$ cat src/rtl/mem_defs.sv
// Memory-subsystem shared definitions: load queue FSM encoding, issue and
// memory-pipe packet layouts, and the ROB age-compare helper.
package mem_defs;

    localparam int LDQ_NUM_ENTRIES = 16;
    localparam int LDQ_ID_W        = 4;
    localparam int STQ_NUM_ENTRIES = 8;
    localparam int ROB_IDX_W       = 6;
    localparam int XLEN            = 64;
    localparam int VADDR_W         = 40;
    localparam int PREG_W          = 7;
    localparam int SIMID_W         = 16;

    typedef logic [LDQ_ID_W-1:0]  t_ldq_id;
    // MSB is the wrap bit, low bits are the ROB slot index
    typedef logic [ROB_IDX_W:0]   t_rob_id;
    typedef logic [VADDR_W-1:0]   t_vaddr;
    typedef logic [PREG_W-1:0]    t_preg;
    typedef logic [SIMID_W-1:0]   t_simid;

    typedef struct packed {
        logic    valid;
        t_rob_id robid;
    } t_nuke_pkt;

    typedef struct packed {
        t_rob_id robid;
        t_simid  simid;
    } t_ldq_static;

    typedef struct packed {
        t_ldq_id ldqid;
    } t_mem_meta;

    typedef struct packed {
        t_mem_meta mem;
    } t_iss_meta;

    typedef struct packed {
        t_iss_meta       meta;
        logic [XLEN-1:0] src1_val;
        logic [XLEN-1:0] src2_val;
        t_preg           pdst;
        t_simid          simid;
    } t_iss_pkt;

    typedef enum logic [1:0] {
        MEM_NONE  = 2'd0,
        MEM_LOAD  = 2'd1,
        MEM_STORE = 2'd2,
        MEM_FILL  = 2'd3
    } t_mempipe_arb_type;

    typedef struct packed {
        t_mempipe_arb_type arb_type;
        t_ldq_id           id;
        t_vaddr            addr;
        t_rob_id           robid;
        t_preg             pdst;
        logic              yost;
        t_simid            simid;
    } t_mempipe_arb;

    typedef struct packed {
        logic complete;
        logic recycle;
    } t_mempipe_action;

    typedef enum logic [2:0] {
        LDQ_IDLE     = 3'd0,
        LDQ_PDG_ISS  = 3'd1,
        LDQ_REQ_PIPE = 3'd2,
        LDQ_PDG_PIPE = 3'd3,
        LDQ_WAIT     = 3'd4,
        LDQ_DRAIN    = 3'd5
    } t_ldq_fsm;

    // True when a is strictly older than b; differing wrap bits invert the index order
    function automatic logic rob_older(input t_rob_id a, input t_rob_id b);
        return (a[ROB_IDX_W] != b[ROB_IDX_W]) ^ (a[ROB_IDX_W-1:0] < b[ROB_IDX_W-1:0]);
    endfunction

endpackage

$ cat src/rtl/loadq_entry_mp_backoff.sv
// Recycle backoff down-counter: loads 2^min(rcy_cnt, RCY_W-1) - 1 and counts
// to zero. Only instantiated when LDQ_RCY_BACKOFF_EN is defined.
module ldq_backoff_ctr #(
    parameter int RCY_W = 4
) (
    input  logic             clk,
    input  logic             reset,
    input  logic             load,
    input  logic [RCY_W-1:0] rcy_cnt,
    output logic             expired
);

    localparam logic [RCY_W-1:0] MAX_SHIFT = RCY_W'(RCY_W - 1);

    logic [RCY_W-1:0] cnt_q, cnt_d;
    logic [RCY_W-1:0] shamt;

    // Next count: reload on WAIT entry, otherwise count down and hold at zero
    always_comb begin
        shamt = (rcy_cnt > MAX_SHIFT) ? MAX_SHIFT : rcy_cnt;
        cnt_d = cnt_q;
        if (load) begin
            cnt_d = (RCY_W'(1) << shamt) - RCY_W'(1);
        end else if (cnt_q != '0) begin
            cnt_d = cnt_q - 1'b1;
        end
    end

    // Counter register
    always_ff @(posedge clk or posedge reset) begin
        if (reset) begin
            cnt_q <= '0;
        end else begin
            cnt_q <= cnt_d;
        end
    end

    assign expired = (cnt_q == '0);

endmodule

$ cat src/rtl/loadq_entry_mp.sv
// Load queue entry (second generation): tracks one load from allocation to
// completion. Optional recycle backoff is enabled with LDQ_RCY_BACKOFF_EN;
// the SIMID field of the request packet is filled only under SIMULATION.
module loadq_entry_mp
    import mem_defs::*;
#(
    parameter int NUM_ISS = 2,
    parameter int NUM_STQ = STQ_NUM_ENTRIES,
    parameter int RCY_W   = 4
) (
    input  logic                       clk,
    input  logic                       reset,
    input  t_ldq_id                    id,
    input  t_nuke_pkt                  nuke_rb1,
    input  logic [NUM_STQ-1:0]         stq_e_valid,
    input  logic                       e_alloc_rs0,
    input  t_ldq_static                q_alloc_static_rs0,
    output logic                       e_valid,
    output t_ldq_static                e_static,
    output logic                       e_dealloc,
    output logic [RCY_W-1:0]           e_rcy_cnt,
    input  logic [NUM_ISS-1:0]         iss_ql_mm0,
    input  t_iss_pkt [NUM_ISS-1:0]     iss_pkt_mm0,
    output logic                       e_pipe_req_mm0,
    output t_mempipe_arb               e_pipe_req_pkt_mm0,
    input  logic                       e_pipe_gnt_mm0,
    input  logic                       pipe_valid_mm5,
    input  t_mempipe_arb               pipe_req_pkt_mm5,
    input  t_mempipe_action            pipe_action_mm5
);

    t_ldq_fsm           state_q, state_d;
    t_ldq_static        e_static_q, e_static_d;
    logic [NUM_STQ-1:0] e_stq_elders_q, e_stq_elders_d;
    t_vaddr             e_addr_q, e_addr_d;
    t_preg              e_pdst_q, e_pdst_d;
    logic [RCY_W-1:0]   e_rcy_cnt_q, e_rcy_cnt_d;
    logic               e_dealloc_q, e_dealloc_d;
    t_mempipe_arb       req_pkt_q, req_pkt_d;

    logic [NUM_ISS-1:0] iss_hit_vec;
    logic               iss_hit;
    t_iss_pkt           iss_sel;
    logic               alloc_ok;
    logic               nuke_hit;
    logic               act_hit;
    logic               act_complete;
    logic               act_recycle;
    logic               rcy_take;
    logic               bo_expired;
    logic               unused_inputs;

    assign e_valid = (state_q != LDQ_IDLE);

    // Event decode: issue match (lowest port wins), nuke age check, mm5 action
    always_comb begin
        iss_hit_vec = '0;
        iss_sel     = '0;
        for (int p = 0; p < NUM_ISS; p++) begin
            iss_hit_vec[p] = iss_ql_mm0[p] && (iss_pkt_mm0[p].meta.mem.ldqid == id);
        end
        for (int p = NUM_ISS - 1; p >= 0; p--) begin
            if (iss_hit_vec[p]) begin
                iss_sel = iss_pkt_mm0[p];
            end
        end
        iss_hit      = |iss_hit_vec;
        alloc_ok     = (state_q == LDQ_IDLE) && e_alloc_rs0;
        nuke_hit     = nuke_rb1.valid && e_valid && !rob_older(e_static_q.robid, nuke_rb1.robid);
        act_hit      = pipe_valid_mm5 && (pipe_req_pkt_mm5.arb_type == MEM_LOAD) &&
                       (pipe_req_pkt_mm5.id == id);
        act_complete = act_hit && pipe_action_mm5.complete;
        act_recycle  = act_hit && pipe_action_mm5.recycle && !pipe_action_mm5.complete;
        rcy_take     = (state_q == LDQ_PDG_PIPE) && act_recycle && !nuke_hit;
    end

    // Next-state logic; nuke outranks mm5 action, which outranks grant and issue
    always_comb begin
        state_d = state_q;
        case (state_q)
            LDQ_IDLE: begin
                if (e_alloc_rs0) state_d = LDQ_PDG_ISS;
            end
            LDQ_PDG_ISS: begin
                if (nuke_hit)     state_d = LDQ_IDLE;
                else if (iss_hit) state_d = LDQ_REQ_PIPE;
            end
            LDQ_REQ_PIPE: begin
                if (nuke_hit)            state_d = e_pipe_gnt_mm0 ? LDQ_DRAIN : LDQ_IDLE;
                else if (e_pipe_gnt_mm0) state_d = LDQ_PDG_PIPE;
            end
            LDQ_PDG_PIPE: begin
                if (nuke_hit)          state_d = act_hit ? LDQ_IDLE : LDQ_DRAIN;
                else if (act_complete) state_d = LDQ_IDLE;
                else if (act_recycle)  state_d = LDQ_WAIT;
            end
            LDQ_WAIT: begin
                if (nuke_hit)        state_d = LDQ_IDLE;
                else if (bo_expired) state_d = LDQ_REQ_PIPE;
            end
            LDQ_DRAIN: begin
                if (act_hit) state_d = LDQ_IDLE;
            end
            default: state_d = LDQ_IDLE;
        endcase
    end

    // Captured payload, store elders, recycle count, dealloc pulse and request packet
    always_comb begin
        e_static_d     = alloc_ok ? q_alloc_static_rs0 : e_static_q;
        e_stq_elders_d = alloc_ok ? stq_e_valid : (e_stq_elders_q & stq_e_valid);
        e_addr_d       = e_addr_q;
        e_pdst_d       = e_pdst_q;
        if ((state_q == LDQ_PDG_ISS) && iss_hit && !nuke_hit) begin
            e_addr_d = t_vaddr'(iss_sel.src1_val + iss_sel.src2_val);
            e_pdst_d = iss_sel.pdst;
        end
        e_rcy_cnt_d = e_rcy_cnt_q;
        if (alloc_ok) begin
            e_rcy_cnt_d = '0;
        end else if (rcy_take && (e_rcy_cnt_q != '1)) begin
            e_rcy_cnt_d = e_rcy_cnt_q + 1'b1;
        end
        e_dealloc_d        = (state_d == LDQ_IDLE) && (state_q != LDQ_IDLE);
        req_pkt_d          = '0;
        req_pkt_d.arb_type = MEM_LOAD;
        req_pkt_d.id       = id;
        req_pkt_d.addr     = e_addr_d;
        req_pkt_d.robid    = e_static_d.robid;
        req_pkt_d.pdst     = e_pdst_d;
        req_pkt_d.yost     = 1'b0;
`ifdef SIMULATION
        req_pkt_d.simid    = e_static_d.simid;
`endif
    end

    // State and payload registers; reset aborts immediately with no drain
    always_ff @(posedge clk or posedge reset) begin
        if (reset) begin
            state_q        <= LDQ_IDLE;
            e_static_q     <= '0;
            e_stq_elders_q <= '0;
            e_addr_q       <= '0;
            e_pdst_q       <= '0;
            e_rcy_cnt_q    <= '0;
            e_dealloc_q    <= 1'b0;
            req_pkt_q      <= '0;
        end else begin
            state_q        <= state_d;
            e_static_q     <= e_static_d;
            e_stq_elders_q <= e_stq_elders_d;
            e_addr_q       <= e_addr_d;
            e_pdst_q       <= e_pdst_d;
            e_rcy_cnt_q    <= e_rcy_cnt_d;
            e_dealloc_q    <= e_dealloc_d;
            req_pkt_q      <= req_pkt_d;
        end
    end

`ifdef LDQ_RCY_BACKOFF_EN
    logic bo_load;

    // Reload the backoff counter on every entry into WAIT
    always_comb begin
        bo_load = (state_d == LDQ_WAIT) && (state_q != LDQ_WAIT);
    end

    ldq_backoff_ctr #(
        .RCY_W   (RCY_W)
    ) u_backoff (
        .clk     (clk),
        .reset   (reset),
        .load    (bo_load),
        .rcy_cnt (e_rcy_cnt_d),
        .expired (bo_expired)
    );
`else
    assign bo_expired = 1'b1;
`endif

    assign e_static           = e_static_q;
    assign e_dealloc          = e_dealloc_q;
    assign e_rcy_cnt          = e_rcy_cnt_q;
    assign e_pipe_req_pkt_mm0 = req_pkt_q;
    assign e_pipe_req_mm0     = (state_q == LDQ_REQ_PIPE) && !nuke_hit && !(|e_stq_elders_q);

    assign unused_inputs = ^{iss_sel.meta, pipe_req_pkt_mm5.addr, pipe_req_pkt_mm5.robid,
                             pipe_req_pkt_mm5.pdst, pipe_req_pkt_mm5.yost, pipe_req_pkt_mm5.simid};

    // Protocol checks. A grant racing a nuke in REQ_PIPE is legal: the
    // arbiter may not see the request drop before it grants.
    a_one_issue_hit: assert property (@(posedge clk) disable iff (reset) $onehot0(iss_hit_vec));
    a_issue_state:   assert property (@(posedge clk) disable iff (reset)
                                      iss_hit |-> (state_q == LDQ_PDG_ISS));
    a_gnt_has_req:   assert property (@(posedge clk) disable iff (reset)
                                      e_pipe_gnt_mm0 |-> (e_pipe_req_mm0 ||
                                      ((state_q == LDQ_REQ_PIPE) && nuke_hit)));
    a_issue_simid:   assert property (@(posedge clk) disable iff (reset)
                                      (iss_hit && (state_q == LDQ_PDG_ISS)) |->
                                      (iss_sel.simid == e_static_q.simid));
    a_alloc_free:    assert property (@(posedge clk) disable iff (reset)
                                      e_alloc_rs0 |-> !e_valid);
    a_alloc_nuke:    assert property (@(posedge clk) disable iff (reset)
                                      e_alloc_rs0 |-> !nuke_rb1.valid);

endmodule

$ cat config.mk
export PLATFORM = sky130hd
export DESIGN_NAME = loadq_entry_mp
export DESIGN_NICKNAME = d
export VERILOG_FILES = /design/src/rtl/mem_defs.sv /design/src/rtl/loadq_entry_mp_backoff.sv /design/src/rtl/loadq_entry_mp.sv
export SDC_FILE = /design/constraint.sdc
export NUM_CORES = 1
export LEC_CHECK = 0
export ABC_CLOCK_PERIOD_IN_PS = 2550
export CAP_MARGIN = 15
export CORE_AREA = 4 4 207 209
export DETAILED_ROUTE_END_ITERATION = 8
export DIE_AREA = 0 0 211 213
export PLACE_DENSITY_LB_ADDON = 0.05
export SYNTH_ARGS = -nofsm -noshare
export SYNTH_HDL_FRONTEND = slang
export SYNTH_HIERARCHICAL = 1
export SYNTH_SLANG_ARGS = --single-unit
$ cat constraint.sdc
create_clock -name clk -period 2.55 [get_ports clk]
set_clock_uncertainty 0.05 [all_clocks]
set_input_delay 0.3825 -clock clk [delete_from_list [all_inputs] [get_ports clk]]
set_output_delay 0.3825 -clock clk [all_outputs]
set_load 0.005 [all_outputs]
# Word level (Yosys, flattened, before mapping)

Index checks and enable logic that the tools add are counted.

Add/subtract/negate cells: 2
Order comparisons: 1
Equal/unequal tests: 11
Mux-type cells: 18
Bitwise operators: 2
Reduce and logical (&&, ||, !) cells: 28

Operator list:

| operator                                                               | count |
|---|---|
| 127-bit two-way mux                                                    | 2 |
| 40-bit adder                                                           | 1 |
| 3-bit two-way mux                                                      | 11 |
| 1-bit logical AND                                                      | 18 |
| 3-bit case mux with 6 select lines                                     | 1 |
| 4-bit equality test                                                    | 3 |
| 8-bit bitwise AND                                                      | 1 |
| 4-bit two-way mux                                                      | 2 |
| 8-bit two-way mux                                                      | 1 |
| 8-bit OR reduction                                                     | 1 |
| 3-bit by 2-bit equality test with 1-bit output (second input constant) | 2 |
| 3-bit equality test (second input constant)                            | 2 |
| 3-bit logical NOT                                                      | 2 |
| 6-bit < comparator                                                     | 1 |
| 4-bit by 1-bit adder with 4-bit output (second input constant)         | 1 |
| 1-bit logical NOT                                                      | 4 |
| 4-bit != test (second input constant)                                  | 1 |
| 3-bit by 1-bit equality test with 1-bit output (second input constant) | 1 |
| 3-bit nonzero test                                                     | 1 |
| 2-bit by 1-bit equality test with 1-bit output (second input constant) | 1 |
| 2-bit two-way mux                                                      | 1 |
| 2-bit nonzero test                                                     | 1 |
| 2-bit OR reduction                                                     | 1 |
| 1-bit != test                                                          | 1 |
| 1-bit bitwise XOR                                                      | 1 |

Register bits after elaboration: 91
Input bits: 439
Word-level logic and storage cells: 72

# Depth between registers and ports, before layout

Gate-level depths: netlist (run 1).

Depth in word-level cells: 11
Gate-level depth with buffers: 18
Gate-level depth less buffers: 16

# Least setup slack after synthesis (run 1)

OpenSTA, ideal clock, no wires.

Kind: input port to flip-flop
Start point: input port id[2]
End point: register req_pkt_q (netlist bit e_pipe_req_pkt_mm0[68])
Setup time: 129 ps
Data arrival time: 4245 ps
Required time: 2371 ps
Slack: -1875 ps
Stages on the path: 16
Buffers on the path: 3
Cells stage by stage: xor2_1 > nor4_1 > nor2_1 > clkbuf_1 > clkbuf_1 > a22o_1 > ha_1 > clkbuf_1 > a21oi_1 > o21ai_0 > or4_4 > a31o_1 > a31o_1 > a31oi_1 > xor2_1 > o21ai_1

Cells in the longest elaborated chain, start to end: 5
Elaborated cells between the ends (all ways): 10
Classes of those cells: add/sub (1); eq/ne (2); mux (2); reduce/logical (5)

Ends and longest elaborated chain:

| what                                                      | RTL line                                     | source |
|---|---|---|
| start, declared                                           | loadq_entry_mp.sv:13                         | `input t_ldq_id id,` |
| 4-bit equality test                                       | loadq_entry_mp.sv:60                         | `iss_hit_vec[p] = iss_ql_mm0[p] && (iss_pkt_mm0[p].meta.mem.ldqid == id);` |
| 1-bit logical AND                                         | loadq_entry_mp.sv:60                         |  |
| 127-bit two-way mux or 2-bit OR reduction (tied branches) | loadq_entry_mp.sv:63, loadq_entry_mp.sv:67   |  |
| 127-bit two-way mux or 1-bit logical AND (tied branches)  | loadq_entry_mp.sv:63, loadq_entry_mp.sv:114  |  |
| 40-bit adder or 1-bit logical AND (tied branches)         | loadq_entry_mp.sv:115, loadq_entry_mp.sv:114 |  |
| end signal, assigned                                      | loadq_entry_mp.sv:156                        | `req_pkt_q <= req_pkt_d;` |
| end, declared                                             | loadq_entry_mp.sv:39                         | `t_mempipe_arb req_pkt_q, req_pkt_d;` |

Parallel ways exist; a longest one is shown, timed or not.
A chain may end at the register's enable or synchronous reset.

# Final worst setup path (run 1)

Start point: input port iss_pkt_mm0[153] (netlist bit)
End point: register req_pkt_q (netlist bit e_pipe_req_pkt_mm0[70])

Cells in the longest elaborated chain, start to end: 5
Elaborated cells between the ends (all ways): 7
Classes of those cells: add/sub (1); eq/ne (1); mux (1); reduce/logical (4)

Ends and longest elaborated chain:

| what                                                 | RTL line             | source |
|---|---|---|
| start, declared                                      | loadq_entry_mp.sv:23 | `input t_iss_pkt [NUM_ISS-1:0] iss_pkt_mm0,` |
| 4-bit equality test (*)                              | loadq_entry_mp.sv:60 |  |
| 1-bit logical AND (*)                                | loadq_entry_mp.sv:60 |  |
| branches (longest 3 deep; another with 40-bit adder) | --                   |  |

Mark *: on every way between the ends.

==> results of run 1 <==
## metal layers
metal  vias up  track usage, %
met1      3546           18.03
met3        15           2.439
met5         -               0
met4         0           3.197
met2       181           23.18
li1       3714               -
## sequential cells by signal (all words and copies together), names as in the netlist
name and flops:
state_q 3, e_rcy_cnt 4, e_static 16, e_pipe_req_pkt_mm0 59, e_dealloc 1, e_stq_elders_q 8
## worst max-delay path, delay by kind of cell
family	cells	cell delay, ns
fa+ha+maj	1	0.21
compound gates	7	1.35
buf+inv	5	0.66
simple gates	4	1.07
xor+xnor	2	0.34
## cells by family (layout without fill, tap and decap cells)
| logic type | Yosys count | in the layout | share of synthesized area [%] |
|---|---|---|---|
| simple gates | 172 | 173 | 11.98 |
| compound gates | 270 | 270 | 27.91 |
| other cells | 2 | 19 | 0.1109 |
| mux | 31 | 31 | 5.083 |
| buf+inv | 82 | 569 | 5.933 |
| flops | 91 | 91 | 33.64 |
| xor+xnor | 52 | 52 | 6.728 |
| fa+ha+maj | 46 | 46 | 8.614 |
## power by group through the flow
stage               sequential, W  combinational [W]  clock [W]
floorplan                 0.00214            0.00108          0
global placement          0.00216            0.00294          0
detailed placement        0.00217            0.00294          0
CTS                       0.00215            0.00305    0.00156
global route              0.00220            0.00337    0.00160
finish                    0.00213            0.00309    0.00148
## cell type report
type,count,area share (%)
clock buffers,9,1.690
clock inverters,7,0.5726
inverters,14,0.4224
multi-input cells,591,36.50
flip-flops and latches,91,17.08
well taps,532,4.993
repair buffers,539,38.74
## path summary, 6_finish.rpt
check / startpoint / to / slack (ns) / cells past startpoint
setup / recovery: iss_pkt_mm0[153] / e_pipe_req_pkt_mm0[70] / -1.25 / 19
hold / removal: id[3] / e_pipe_req_pkt_mm0[74] / 0.20 / 2
setup reg to reg: e_pipe_req_pkt_mm0[27] / e_pipe_req_pkt_mm0[60] / 0.09 / 11
hold reg to reg: e_pipe_req_pkt_mm0[17] / e_pipe_req_pkt_mm0[17] / 0.43 / 2
max in group asynchronous: reset / e_pipe_req_pkt_mm0[48] / 1.68 / 3
min in group asynchronous: reset / e_static[9] / 0.40 / 3
## metrics by stage
stage               cell area [sq um]  total power, W  worst slack (ns)  instances  setup TNS (ns)
global placement                12120        0.005105            -2.065       1736          -72.11
global route                    13330        0.007168            -1.338       1783          -33.99
floorplan                        7104        0.003219            -1.320        763          -28.18
CTS                             12960        0.006757            -1.244       1773          -29.04
detailed placement              12120        0.005109            -2.143       1736          -74.00
finish                          13330        0.006697            -1.250       1783          -28.83
## repair_timing
| item | CTS | global route |
|---|---|---|
| cloned | 3 | 3 |
| setup buffers | 20 | 11 |
| setup endpoints to repair | 56 | 53 |
| resized for setup | 133 | 61 |
| pin swaps | 68 | 69 |
## cells in the final DEF, fill, tap and decap left out, types with 8 or more instances in the layout
master           count
nor2_1              23
dfrtp_1             91
o21a_1              10
xor2_1              24
a21oi_2             20
xnor2_2             10
a21o_1              27
o21ai_0             20
buf_6               16
xnor2_1             10
clkbuf_16           11
ha_1                31
buf_4              179
nand2_1             71
clkdlybuf4s50_1    313
inv_1               12
nand3_1              9
a21oi_1             19
mux2_2              24
o21ai_1             34
ha_4                 9
nand4_1             11
a22oi_1              8
buf_12              11
a22o_1              78
conb_1              19
==> qor.csv, run 1 <==
metric,value,unit
Clock Tree Root,clkbuf_16,
"count leader, synth",dfrtp_1,
CP Cell Sequence,buf_6 > xor2_2 > nor4_4 > buf_4 > nor2_4 > buf_12 > buf_16 > buf_12 > a22o_1 > ha_2 > a21o_1 > nand4_1 > a21oi_2 > or4_4 > a31o_4 > a31o_4 > a211oi_2 > xnor2_1 > o21ai_2,
Final Slew Violations,0,
final net count,1731,
Clock Path Buffers,2,
Tcrit/Tclk final,149.0,%
core outline area,40830,sq um
final WL,32020,microns
antenna violations before repair,0,
Rows,74,
# diodes,0,
count of cell types in the netlist,54,
# setup viols final,36,
clock sink count,91,
Mapped Avg Cell Area,9.074,sq um
required time worst endpoint,2.77,ns
met3 wire len,1577,microns
Post-DRT Antenna Nets,0,
Synth Flop Type,dfrtp_1,
Sw Share,33.16,%
Die Y,213,microns
synth-to-layout area growth,96.93,%
drt pass-1 iters,5,
Yosys reg bits,91,
I/O Pins,546,
vias in the first global route,7875,
top cell type by total area after synthesis,dfrtp_1,
Synth Instances,746,
Finished Core Util,32.65,%
IO buf count,328,
crit start category,primary input,
Int Pwr,0.004476,W
post-synthesis sequential area ratio,33.64,%
starting density of the core,16.58,%
Clock power frac,22.0,%
Synth top cells by count,"dfrtp_1 (91), a22o_1 (79), nand2_1 (77)",
DIE AREA,44940,sq um
PD cells,502.4,nW/um^2
number of DRC violations after detailed-routing iteration 0,305,
fmax,0.2631,GHz
"CTS clk-pin slew, worst paths",0.09,ns
Critical Path Max Stage Delay,0.54,ns
Final Critical Period,3.800,ns
Area contributors post-synth,"dfrtp_1 (34%), a22o_1 (10%), ha_1 (8.3%)",
Fin. Hold Viols,0,
switching pwr,0.002221,W
failing checks,setup timing,
wire per inst,17.96,microns
total number of vias,7456,
M1 wire length,14510,microns
Hold WC Path Type,in2reg,
register area,2277,sq um
Overflow after GRT,0,
CP Max Fanout,7,
layout cells sized above 1,30.78,%
H-tree Lvls,3,
final worst slack,-1.250,ns
Post-synth EDFFs,0,
crit end category,register,
hold_buf cts,0,
top sig layer,met4,
Layout fillers,4294,
Met2 Wirelength,15580,microns
routability cong.,0.7867,
Final HPWL DP,25320,microns
largest net degree at the start of global routing,66,
Skew-Pair Late Insertion Delay,0.38,ns
unrepaired setup endpoints after global routing,true,
Critical-path top delay cell,or4_4,
status,finished with violations,
Max VDD drop,0.0002688,V
Setup Crit Path Kind,in2reg,
first-pass GRT wire length,47080,microns
Lkg Pwr,5.799,nW
ys async rst share,100.0,%
Die X,211,microns
Combinational Power Share,46.1,%
Reg power frac,31.8,%
area occupied by multi-input gates,4866,sq um
critical path arrival,4.02,ns
synthesized cell area,6769,sq um
Hold Slack,0.1999,ns
post-synth top area share,33.64,%
GRT Total Usage,13.62,%
CTS tree,yes,
DRC,0,
vias per cell,4.182,
MaxCap Viol Count,0,
total CTS buffers,9,
"Warnings, synthesis",6,
Power figures use the tool's default switching activity.
==> run 2, diff against run 1 <==
Settings changed: ABC_CLOCK_PERIOD_IN_PS 2550 to 3550, CORE_AREA 4 4 207 209 to 4 4 213 215, DIE_AREA 0 0 211 213 to 0 0 217 219.
Clock period 2.55 ns to 3.55 ns, I/O delays scaled along.
==> run 2 against run 1 <==
The run still ends with setup timing left. Worst hold slack improved by 0.12 ns. Sequential power decreased by 27%. Clock power decreased by 31%. First-iteration DRC count decreased by 6.2%. Non-clock buffer count decreased by 27. Via count decreased by 2.3%. Count of clock-buffer cells in the layout increased by 1. Setup slack improved by 0.61 ns.
==> qor.csv, run 2 (synthesis results as in run 1) <==
metric,value,unit
layout cells sized above 1,26.55,%
Hold WC Path Type,in2reg,
total number of vias,7282,
Setup Crit Path Kind,in2reg,
largest net degree at the start of global routing,56,
first-pass GRT wire length,46370,microns
MaxCap Viol Count,0,
Reg2Reg Depth,12,
Overflow after GRT,0,
DRC,0,
final WL,32070,microns
fmax,0.2388,GHz
critical path depth,18,
Die Y,219,microns
Fin. Hold Viols,0,
final worst slack,-0.6373,ns
worst hold stages,2,
GR peak layer,met2,
Clock Tree Root,clkbuf_16,
CP Max Fanout,13,
number of flip-flops in the largest register,59,
number of DRC violations after detailed-routing iteration 0,286,
crit end category,register,
core outline area,43740,sq um
failing checks,setup timing,
highest-count cells in the layout ignoring fill and taps,"clkdlybuf4s50_1 (316), buf_4 (161), dfrtp_1 (91)",
Critical-path top delay cell,or4_4,
met1 Use GR,16.86,%
Worst slew margin,45.31,%
vias per cell,4.010,
setup TNS,-8.414,ns
final net count,1704,
Post-Layout Cell Count,1816,
GR Util met2,21.79,%
Layout fillers,4735,
CP Cell Sequence,buf_4 > buf_6 > xor2_4 > nor4_4 > buf_4 > buf_8 > buf_16 > a22o_1 > ha_4 > a21o_1 > a31o_1 > a211o_1 > or4_4 > a31o_1 > a31o_4 > a211oi_2 > xnor2_1 > o21ai_2,
"commonest non-fill, non-tap cell in the layout",clkdlybuf4s50_1,
total CTS buffers,9,
Die X,217,microns
status,finished with violations,
required time worst endpoint,3.76,ns
Rows,77,
Power Total,0.004508,W
Skew-Pair Late Insertion Delay,0.36,ns
critical path arrival,4.40,ns
Critical Path Max Stage Delay,0.53,ns
synth-to-layout area growth,93.07,%
crit start category,primary input,
routability cong.,0.7744,
"CTS clk-pin slew, worst paths",0.08,ns
starting density of the core,15.48,%
Hold Slack,0.3225,ns
drt pass-1 iters,4,
Final Slew Violations,0,
I/O Pins,546,
Worst Tran Pin Value,0.8203,ns
placed insts,1770,
vias in the first global route,7669,
# diodes,0,
# setup viols final,24,
IO buf count,328,
Tcrit/Tclk final,118.0,%
Clock Path Buffers,2,
clock sink count,91,
unrepaired setup endpoints after global routing,true,
PD cells,344.9,nW/um^2
H-tree Lvls,3,
antenna violations before repair,0,
Post-DRT Antenna Nets,0,
DIE AREA,47520,sq um
crit path buf inv count,5,
GRT Total Usage,12.81,%
Final HPWL DP,25400,microns
Crit path max-delay family,compound AO/OA/AOI/OAI gates,
Final Critical Period,4.187,ns
Lkg Pwr,5.758,nW
wire per inst,17.66,microns
Max VDD drop,0.0002171,V
grt met3 use,2.589,%
CTS tree,yes,
[run 2: report_power, final]
group	switching, W	leakage, nW	total [W]	internal [W]
Sequential	0.000212	1.19	0.00155	0.00134
Clock	0.000505	0.142	0.00102	0.000510
Combinational	0.000724	4.43	0.00194	0.00122
Total	0.00144	5.76	0.00451	0.00307
[run 2: cell type report]
cell class              count  area [sq um]  share of cell area [%]
clock buffers              10         239.0                   1.829
clock inverters             6         53.80                  0.4117
inverters                  14         55.05                  0.4213
multi-input cells         591          4806                   36.77
flip-flops and latches     91          2277                   17.42
well taps                 592         740.7                   5.668
repair buffers            512          4897                   37.47
[run 2: metal layers]
layer  routed length (microns)  vias up  share of wire, %
met4                       252        0              0.79
li1                          -     3667                 -
met1                     14850     3421                46
met5                         0        -                 0
met3                      1609       12               5.0
met2                     15370      182                48
[run 2: path summary, 6_finish.rpt]
path                                         from                endpoint  slack [ns]
setup / recovery                            id[2]  e_pipe_req_pkt_mm0[70]       -0.64
hold / removal                              id[1]  e_pipe_req_pkt_mm0[72]        0.32
setup reg to reg           e_pipe_req_pkt_mm0[27]  e_pipe_req_pkt_mm0[60]        0.66
hold reg to reg            e_pipe_req_pkt_mm0[48]  e_pipe_req_pkt_mm0[48]        0.43
max in group asynchronous                   reset  e_pipe_req_pkt_mm0[23]        2.10
min in group asynchronous                   reset  e_pipe_req_pkt_mm0[29]        0.62
[run 2: repair_timing]
action / 4_1_cts / 5_1_grt
buffers inserted: 15 / 15
endpoints found under the hold margin: 0 / 0
pin swaps: 48 / 49
hold buffers: 0 / 0
gates cloned: 2 / 3
resized for setup: 67 / 61
setup endpoints to repair: 34 / 33
[run 2: per-stage QoR]
step	area (sq um)	util (%)	setup slack, ns
final	13070	29.88	-0.6373
after global routing	13070	29.88	-0.7802
after CTS	12610	28.82	-0.5698
after detailed placement	11930	27.28	-1.585
after global placement	11930	27.28	-1.492
after floorplan	7069	-	-0.4706
==> RTL change 1: new RTL, flow settings as in run 2 <==
Change the parameter `NUM_ISS` from 2 to 4.
--- a/src/rtl/loadq_entry_mp.sv
+++ b/src/rtl/loadq_entry_mp.sv
@@ -5,5 +5,5 @@
     import mem_defs::*;
 #(
-    parameter int NUM_ISS = 2,
+    parameter int NUM_ISS = 4,
     parameter int NUM_STQ = STQ_NUM_ENTRIES,
     parameter int RCY_W   = 4
Interface: changed (resized iss_pkt_mm0 and iss_ql_mm0); port bits go from 546 to 858. The function was not compared with the original's and may differ.
==> RTL change 1 against run 2 <==
The run now fails in I/O pin placement (3_2_place_iop). Synthesized area is 25% higher.
==> RTL change 1: results (changes against run 2) <==
Yosys
The commonest cells after synthesis are sky130_fd_sc_hd__nand2_1 (155), sky130_fd_sc_hd__o21ai_0 (147), sky130_fd_sc_hd__a21oi_1 (115). By area the synthesized netlist is led by sky130_fd_sc_hd__dfrtp_1 (27%), sky130_fd_sc_hd__o21ai_0 (8.7%), sky130_fd_sc_hd__a22oi_1 (7.0%). The post-synthesis instance total is 1131 (+52%).

The number of warnings issued by yosys is 6 (unchanged). The fraction of the yosys area taken by sequential cells is 0.270 (-0.0667). The number of flip-flops and latches in the synthesized netlist is 91 (unchanged). The share of flip-flops with an asynchronous set or reset after synthesis came to 1.00 (unchanged). The distinct cell type count of the synthesized netlist is 65 (+20%).

Status
The run stopped with a tool error. It got as far as I/O pin placement (3_2_place_iop) and failed there. The tool reported: "[ERROR PPL-0024] Number of IO pins (858) exceeds maximum number of available positions (782). Increase the die perimeter from 872.00um to 1166.88um".
[RTL change 1: cell count changes after synthesis, moves of 7 or more]
cell,run 2,this run
sky130_fd_sc_hd__a21oi_1,44,115
sky130_fd_sc_hd__a221oi_1,1,8
sky130_fd_sc_hd__a22o_1,79,2
sky130_fd_sc_hd__a22oi_1,9,79
sky130_fd_sc_hd__buf_2,0,13
sky130_fd_sc_hd__clkbuf_1,37,59
sky130_fd_sc_hd__nand2_1,77,155
sky130_fd_sc_hd__nor2_1,28,101
sky130_fd_sc_hd__nor2b_1,5,12
sky130_fd_sc_hd__nor3_1,11,20
sky130_fd_sc_hd__o21ai_0,59,147
[RTL change 1: cell families after synthesis]
kind of cell	synth area share
DFF	0.270
xor gates and xnor gates	0.0571
buffers and inverters	0.0713
AOI/OAI and AO/OA	0.314
adders and majority gates	0.0691
muxes	0.0381
other	0.000889
and+or+nand+nor	0.180
==> RTL change 2: new RTL, settings of run 2 <==
Without the edit above. Encoding of `t_ldq_fsm`: now one-hot (6 bits for 6 states).
--- a/src/rtl/mem_defs.sv
+++ b/src/rtl/mem_defs.sv
@@ -67,11 +67,11 @@
     } t_mempipe_action;
 
-    typedef enum logic [2:0] {
-        LDQ_IDLE     = 3'd0,
-        LDQ_PDG_ISS  = 3'd1,
-        LDQ_REQ_PIPE = 3'd2,
-        LDQ_PDG_PIPE = 3'd3,
-        LDQ_WAIT     = 3'd4,
-        LDQ_DRAIN    = 3'd5
+    typedef enum logic [5:0] {
+        LDQ_IDLE     = 6'b000001,
+        LDQ_PDG_ISS  = 6'b000010,
+        LDQ_REQ_PIPE = 6'b000100,
+        LDQ_PDG_PIPE = 6'b001000,
+        LDQ_WAIT     = 6'b010000,
+        LDQ_DRAIN    = 6'b100000
     } t_ldq_fsm;
 
Check against the original RTL: no difference found for any inputs over 4 cycles, from zero or initial values and one cycle with reset high; so few cycles prove little.
==> RTL change 2 against run 2 <==
Routed wire length grew 7.5%. Largest cell class is now multi-input combinational cells. Highest routed layer is now met5. Critical path type unchanged. Setup slack gained 0.41 ns. Critical endpoint is now e_pipe_req_pkt_mm0[67]$_DFFE_PP0P_. Synthesized area grew 7.0%. Register-to-register slack gained 0.26 ns. Maximum frequency grew 11%. Worst hold slack gained 0.085 ns. First-iteration DRC count shrank 19%. Power shrank 0.36%. Design area grew 7.0%. Sequential cell count grew 3. The flow still finishes with violations (negative setup slack).
==> RTL change 2: results (changes against run 2) <==
Status
The run finished, with violations left. The checks that failed: negative setup slack.

Pwr
The switching component of the power is 1.48 mW (+2.7%). The leakage power is 6.05 nW (+5.1%). The sequential share of power is 0.336 (-0.007). The power density over the cells is 321 mW/mm^2 (-6.9%). The combinational cell power is 1.90 mW (-2%).

Layout
The combined flip-flop and latch cell area was 0.00235 mm^2 (+3.4%). The non-filler instance count after layout is 1918 (+5.6%). The count of inserted antenna diode cells is 3 (+3). The number of ordinary and repair buffers in the finished layout is 513 (+0.20%). The fraction of final layout cells with drive strength greater than 1 came to 0.274 (+0.00810).

Timing
The final worst-path setup slack is -0.230 ns (+0.407 ns). The worst relative slew slack is 0.605 (+0.152). The number of setup violations in the final report came to 15 (-38%). The worst hold slack across all endpoints came to 0.408 ns (+0.0851 ns).

Route
The initial DRC count is 232 (-19%).

Global route
The global routing usage summed across all routing layers is 0.140 (+0.0116). The initial antenna violation count is 10 (+10).

Critical path
The critical path's largest stage delay was 0.42 ns (-0.11 ns). The maximum fanout count along the critical path was 8 (-5). The critical register-to-register path endpoint is e_pipe_req_pkt_mm0[64]$_DFFE_PP0P_.

The most critical setup path has its endpoint at e_pipe_req_pkt_mm0[67]$_DFFE_PP0P_. The startpoint of the worst register-to-register path is e_pipe_req_pkt_mm0[25]$_DFFE_PP0P_. The critical path starts at id[0].

Clocking
The clock insertion delay at the later pin of the skew report is 0.38 ns (+0.02 ns). The number of sinks driven by the clock tree is 94 (+3.3%).

Placement
The instance area at placement was 0.0123 mm^2 (+3.1%). The final HPWL from detailed placement came to 27400 um (+7.9%). The setup slack after placement is -1.28 ns (+0.306 ns). The weighted congestion at the end of routability-driven global placement is 0.758 (-2.1%).

Yosys
The distinct cell type count of the synthesized netlist is 75 (+39%). The fraction of the mapped netlist area in adder cells was 0.0805 (-0.00560). The post-synthesis compound-gate area fraction is 0.280 (+0.000528). By area the synthesized netlist is led by sky130_fd_sc_hd__dfrtp_1 (32%), sky130_fd_sc_hd__a22o_1 (9.6%), sky130_fd_sc_hd__ha_1 (7.8%). The mean instance size in the synthesized netlist came to 8.46 um^2 (-6.8%).

Hold path
The hold-critical path depth is 3 (+1).
[RTL change 2: changes by cell type after synthesis, moves of 5 or more]
cell                       before  now
sky130_fd_sc_hd__o21ai_0       59   53
sky130_fd_sc_hd__inv_1         14   22
sky130_fd_sc_hd__nor2_1        28   44
sky130_fd_sc_hd__a221oi_1       1    8
sky130_fd_sc_hd__nand2_1       77  145
sky130_fd_sc_hd__a21o_1        27   16
sky130_fd_sc_hd__o21ai_1        1   11
sky130_fd_sc_hd__buf_1          6    0
sky130_fd_sc_hd__and3_1         4    9
sky130_fd_sc_hd__mux2_2        27    2
sky130_fd_sc_hd__nand3_1       11   18
sky130_fd_sc_hd__buf_2          0   16
sky130_fd_sc_hd__a22oi_1        9    1
[RTL change 2: per-layer routing]
metal  share of wire  track usage  wire length (um)  up-vias
met5          0.0028            0                97        -
met4           0.017       0.0424               591       14
met3           0.072       0.0460              2500       36
met2            0.46        0.228             16000      215
met1            0.44        0.176             15300     3707
li1                -            -                 -     3981
